$ cat config.mk
export PLATFORM = sky130hd
export DESIGN_NAME = fpro_avalon_bridge
export DESIGN_NICKNAME = d
export VERILOG_FILES = /design/src/rtl/fpro_avalon_bridge.sv
export SDC_FILE = /design/constraint.sdc
export NUM_CORES = 1
export LEC_CHECK = 0
export ABC_AREA = 1
export BUFFER_PORTS_ARGS = -buffer_cell sky130_fd_sc_hd__buf_2
export CORE_MARGIN = 1.5
export CORE_UTILIZATION = 51
export DETAILED_ROUTE_END_ITERATION = 7
export GPL_ROUTABILITY_DRIVEN = 0
export PLACE_DENSITY = 0.86
export SLEW_MARGIN = 30
export SYNTH_ARGS = -nofsm -noshare
export SYNTH_HDL_FRONTEND = slang
export SYNTH_SLANG_ARGS = --single-unit
$ cat constraint.sdc
create_clock -name clk -period 5.73 [get_ports clk]
set_input_delay 1.4325 -clock clk [delete_from_list [all_inputs] [get_ports clk]]
set_output_delay 1.4325 -clock clk [all_outputs]
set_load 0.03 [all_outputs]
$ cat src/rtl/fpro_avalon_bridge.sv
// Avalon-MM slave driving the FPro bus: each Avalon transfer becomes one
// registered fp_rd/fp_wr strobe with a region chip-select.
//
// state | meaning
// IDLE  | waiting for avs_read/avs_write; latches address (and write data)
// WR    | fp_wr strobe with region cs
// RD    | fp_rd strobe with region cs; captures read data when RD_LAT=0
// RWAIT | counts RD_LAT cycles, captures read data on the last one
// ACK   | avs_waitrequest low for one cycle, then back to IDLE
module fpro_avalon_bridge #(
  parameter int ADDR_W = 22,
  parameter int DATA_W = 32,
  parameter int RD_LAT = 0
) (
  input  logic              clk,
  input  logic              reset,
  input  logic [ADDR_W-1:0] avs_address,
  input  logic              avs_read,
  input  logic              avs_write,
  input  logic [DATA_W-1:0] avs_writedata,
  output logic [DATA_W-1:0] avs_readdata,
  output logic              avs_waitrequest,
  output logic [20:0]       fp_addr,
  output logic [DATA_W-1:0] fp_wr_data,
  input  logic [DATA_W-1:0] fp_rd_data,
  output logic              fp_rd,
  output logic              fp_wr,
  output logic              fp_mmio_cs,
  output logic              fp_video_cs
);

  typedef enum logic [2:0] {IDLE, WR, RD, RWAIT, ACK} state_t;

  // Down-counter preload: RWAIT finishes when the counter reaches zero.
  localparam logic [1:0] LAT_M1 = (RD_LAT > 0) ? 2'(RD_LAT - 1) : 2'd0;

  state_t            state_q, state_d;
  logic [ADDR_W-1:0] addr_q, addr_d;
  logic [DATA_W-1:0] wdata_q, wdata_d;
  logic [DATA_W-1:0] rdata_q, rdata_d;
  logic [1:0]        cnt_q, cnt_d;
  logic              strobe;

  always_ff @(posedge clk or posedge reset) begin
    if (reset) begin
      state_q <= IDLE;
      addr_q  <= '0;
      wdata_q <= '0;
      rdata_q <= '0;
      cnt_q   <= '0;
    end else begin
      state_q <= state_d;
      addr_q  <= addr_d;
      wdata_q <= wdata_d;
      rdata_q <= rdata_d;
      cnt_q   <= cnt_d;
    end
  end

  always_comb begin
    state_d = state_q;
    addr_d  = addr_q;
    wdata_d = wdata_q;
    rdata_d = rdata_q;
    cnt_d   = cnt_q;
    case (state_q)
      IDLE: begin
        // A simultaneous read is dropped in favour of the write.
        if (avs_write) begin
          addr_d  = avs_address;
          wdata_d = avs_writedata;
          state_d = WR;
        end else if (avs_read) begin
          addr_d  = avs_address;
          state_d = RD;
        end
      end
      WR: state_d = ACK;
      RD: begin
        if (RD_LAT == 0) begin
          rdata_d = fp_rd_data;
          state_d = ACK;
        end else begin
          cnt_d   = LAT_M1;
          state_d = RWAIT;
        end
      end
      RWAIT: begin
        if (cnt_q == 2'd0) begin
          rdata_d = fp_rd_data;
          state_d = ACK;
        end else begin
          cnt_d = cnt_q - 2'd1;
        end
      end
      ACK:     state_d = IDLE;
      default: state_d = IDLE;
    endcase
  end

  assign fp_wr           = (state_q == WR);
  assign fp_rd           = (state_q == RD);
  assign strobe          = fp_wr | fp_rd;
  assign fp_mmio_cs      = strobe & ~addr_q[ADDR_W-1];
  assign fp_video_cs     = strobe &  addr_q[ADDR_W-1];
  assign fp_addr         = addr_q[20:0];
  assign fp_wr_data      = wdata_q;
  assign avs_readdata    = rdata_q;
  assign avs_waitrequest = (state_q != ACK);

endmodule

# Yosys cells after proc, flatten, opt, wreduce, memory -nomap -nowiden
# Index checks and enable logic that the tools add are counted.
# W data, S select, Z words.
op_classes:
  addsub: 1
  eq_ne: 6
  muxes: 8
  bitwise: 5
  reduce_logical: 10
op_table:
  columns: ["op", "count"]
  rows:
  - ["$pmux W32 S2", 1]
  - ["$mux W22", 2]
  - ["$mux W32", 1]
  - ["$reduce_and A2 Y1", 5]
  - ["$mux W3", 3]
  - ["$pmux W3 S3", 1]
  - ["$eq A3 B2 Y1 const B", 2]
  - ["$ne A3 B3 Y1 const B", 2]
  - ["$reduce_bool A2 Y1", 2]
  - ["$eq A3 B1 Y1 const B", 1]
  - ["$logic_not A3 Y1", 1]
  - ["$and A1 B1 Y1", 2]
  - ["$logic_not A2 Y1", 1]
  - ["$ne A2 B2 Y1 const B", 1]
  - ["$not A1 Y1", 2]
  - ["$reduce_or A2 Y1", 1]
  - ["$sub A2 B1 Y2 const B", 1]
  - ["$or A1 B1 Y1", 1]
word_totals:
  regBits: 91
  out_inout_bits: 90
  wordCells: 35

# Longest topological paths before layout
depth:
  ltp_word: 3
  depth_mapped: 7

# Worst setup path before layout
# Ideal clock, no wire load.
synth_path:
  path_type: "register -> output"
  from: "register state_q[2]"
  to: "output fp_mmio_cs"
  arrival_ns: 1.274
  required_time_ns: 4.298
  path_slack_ns: 3.024
  stages_incl_launch_ff: 6
  path_cell_list: "dfrtp_1 > bufinv_8 > nand3_4 > o21ai_0 > inv_1 > nor2_1"
synth_between:
  elab_chain_cells: 3
  word_cells_on_any_way: 4
synth_rtl:
  columns: ["element", "line_no", "text"]
  rows:
  - ["start: declaration", "37", "state_t state_q, state_d;"]
  - ["start signal: assignment", "52", "state_q <= state_d;"]
  - ["$eq A3 B1 Y1 / $eq A3 B2 Y1 (equally long branches)", "101, 102", null]
  - ["$or A1 B1 Y1 (*)", "103", "assign strobe = fp_wr | fp_rd;"]
  - ["$and A1 B1 Y1 (*)", "104", "assign fp_mmio_cs = strobe & ~addr_q[ADDR_W-1];"]
  - ["end: declaration", "28", "output logic fp_mmio_cs,"]
# Mark *: on every way between the ends. The rest lies on a longest branch, timed or not.

# Final worst setup path
layout_path:
  from: "register state_q[2]"
  to: "output fp_video_cs"
layout_between:
  elab_chain_cells: 3
  word_cells_on_any_way: 4
layout_rtl:
  columns: ["element", "line_no", "text"]
  rows:
  - ["$eq A3 B1 Y1 / $eq A3 B2 Y1 (equally long branches)", "101, 102", null]
  - ["$or A1 B1 Y1 (*)", "103", null]
  - ["$and A1 B1 Y1 (*)", "105", "assign fp_video_cs = strobe & addr_q[ADDR_W-1];"]
  - ["end: declaration", "29", "output logic fp_video_cs"]
# Marked as above.

==> results.txt <==
* Outcome: finished clean
* Clock-pin slew reported for the worst setup and hold paths after clock tree synthesis: 0.08 ns
- Die width: 92.1 microns
- Largest net degree at the start of global routing: 66
- The clock tree synthesis step divided the H-tree into 3 levels.
- Number of pins exceeding their max-slew limit in the final report: 0
* Cell Pwr Density: 623 nW/um^2
- Number of nets in the finished design: 670
- Share of layout cells above drive strength 1: 0.390
* Total global routing track utilization: 0.196
- # rows: 32
- Endpoint class of the critical path: output port
- Worst hold-check slack: 0.484 ns
- Total clock buffers created by CTS: 9
* Number of distinct standard cells referenced by the synthesized netlist: 25
- The via count of the first global-routing pass is 2,935.
- In this run the worst path has a maximum fanout of 35.
- Clock sink total: 91
- The first global-routing pass estimated 13,200 microns of wire.
- Initial Utilization: 0.524
- Transition time of the tightest slew-check pin: 0.723 ns
- STA classifies the critical path startpoint as a register.
* WL/cell: 12.0 microns
* Path type of the worst setup path: reg -> out
- I/O pin total: 180
- Post-CTS Setup Repair Bufs: 0
* Cts hold-fix bufs: 0
* Maximum vdd drop: 0.351 mV
* Worst hold path depth: 2
* Share of flip-flops with an asynchronous set or reset: 1.00
* Core region area: 7730 sq um
* Initial antenna violation count: 0
* Syn Std Cell Area: 4050 sq um
* Post-Route Setup TNS: 0 ns
* Die height: 92.1 microns
- Tcrit/Tclk final: 0.585
- Post-layout min period: 3.35 ns
- Die Area: 8490 sq um
* Flops & latches, synth: 91
* # Max-Cap Violations: 0
- The tightest min-delay check is of the reg -> reg type.
- Detailed routing inserted a total of 3,159 vias.
- Across the routed clock network, the largest skew measured is 0.00979 ns.
- Post_cts resized: 0
* Worst endpoint required time: 4.30 ns
- Detailed-route DRC error count: 0
* Root buffer selected by CTS: clkbuf_8
* Synth-to-Final Area Change: 20.9%
- Max-slew headroom: 0.518
- After technology mapping, the gate count stands at 429.
* Number of nets with antenna violations after routing: 0
* Unrepaired setup endpoints after global routing: no
- The total overflow left after global routing is 0.
- Net count after synthesis: 520
- After synthesis, the mean cell area works out to 9.45 sq um.
* Mean number of vias per cell: 4.60
- Count of final setup violators: 0
- Peak Freq: 0.298 GHz
* Maximum buffer depth of the clock tree: 2
* Number of enable flip-flop cells after synthesis: 0
- Data on the critical path arrives at its endpoint at 1.92 ns.
- The number of hold-slack violations in the final timing report came to 0.
- Antenna cell count: 0
- For flop-to-flop paths, the worst setup slack is 3.88 ns.
* Syn. warnings: 0
- Clock tree from TritonCTS: done
* Drt initial violations: 145
* Final-layout fill cell count: 634
- Static leakage power: 2.89 nW
- For the worst-skew pair, the clock arrives at the later sink with an insertion delay of 0.34 ns.
- Most used flip-flop cell after synthesis: dfrtp_1
* Number of input and output port buffers inserted: 179
- After detailed routing, the total wire length is 8200 microns.
- For this run, the register share of the synthesized area comes to 0.562.
* Number of iterations in the first detailed-routing pass: 4
- HPWL after DPL: 5960 microns
* Logic depth of the worst register-to-register path: 6
report_power, final:
group / internal, mW / switching (mW) / total [mW]
clock: 0.180 / 0.211 / 0.391
sequential: 0.946 / 0.172 / 1.12
combinational: 0.444 / 1.10 / 1.55
cells in the final DEF, fill, tap and decap left out, types with 3 or more instances in the layout:
cell,n
dfrtp_1,91
inv_1,64
clkinv_2,3
o21ai_1,9
buf_2,179
nand2_1,128
o21ai_2,23
clkbuf_8,11
o21ai_0,24
nand3_1,32
nor2_1,3
through the flow:
stage                     power (mW)  setup slack (ns)  cell area [sq um]  std cells  utilization
after floorplan                 2.41              1.93               4050        429            -
after global placement          2.64              2.76               4720        670        0.611
after detailed placement        2.69              2.73               4720        670        0.611
after CTS                       3.08              2.33               4900        686        0.634
after global routing            3.27              2.22               4900        686        0.634
final                           3.05              2.38               4900        686        0.634
layout make-up:
type,instances,area [sq um],area share
sequential,91,2280,0.465
multi-input combinational,230,1140,0.233
timing repair buffer,181,911,0.186
inverter,66,263,0.0536
clock buffer,12,155,0.0317
tap,102,128,0.0260
clock inverter,4,25.0,0.00511
cells by family (layout without fill, tap and decap cells):
group	after synthesis	in the layout	share of synthesized area
and+or+nand+nor	173	173	0.188
DFF	91	91	0.562
adders and majority gates	1	1	0.00309
buffers and inverters	108	263	0.156
AOI/OAI and AO/OA	56	56	0.0905
synth_stat cells (2+ instances only):
| cell type | n | area [sq um] |
|---|---|---|
| nand2_1 | 128 | 480 |
| dfrtp_1 | 91 | 2280 |
| inv_1 | 65 | 244 |
| nand3_1 | 32 | 160 |
| buf_4 | 24 | 180 |
| o21ai_0 | 24 | 120 |
| o21ai_2 | 23 | 201 |
| o21ai_1 | 9 | 45.0 |
| buf_6 | 7 | 78.8 |
| buf_12 | 3 | 60.1 |
| buf_2 | 3 | 15.0 |
| clkbuf_2 | 3 | 15.0 |
| nor2_1 | 3 | 11.3 |
| nand3_4 | 2 | 35.0 |
| nor3_1 | 2 | 10.0 |
path summary, 6_finish.rpt:
path / startpoint / end
min: fp_wr_data[17]$_DFFE_PP0P_ / fp_wr_data[17]$_DFFE_PP0P_
min reg2reg: fp_wr_data[17]$_DFFE_PP0P_ / fp_wr_data[17]$_DFFE_PP0P_
max: state_q[2]$_DFFE_PP0P_ / fp_video_cs
max reg2reg: cnt_q[0]$_DFFE_PP0P_ / avs_readdata[8]$_DFFE_PP0P_
max in group asynchronous: reset / avs_readdata[11]$_DFFE_PP0P_
min in group asynchronous: reset / avs_readdata[18]$_DFFE_PP0P_
critical path: stages, from the launching register on:
cell	delay, ns
dfrtp_1	0.42
bufinv_8	0.23
nand3_4	0.31
o21ai_0	0.23
inv_1	0.09
nor2_1	0.09
buf_2	0.20
sequential cells by signal (all words and copies together) (netlist names):
| register | flops |
|---|---|
| addr_q | 22 |
| cnt_q | 2 |
| fp_wr_data | 32 |
| state_q | 3 |
| avs_readdata | 32 |
per-layer routing:
layer	global-route usage	vias up	share of wire
met5	0	-	0
met4	0.0821	0	0.017
met3	0.0373	13	0.061
met2	0.322	127	0.48
met1	0.253	1429	0.44
li1	-	1590	-
(Power assumes the default switching activity.)
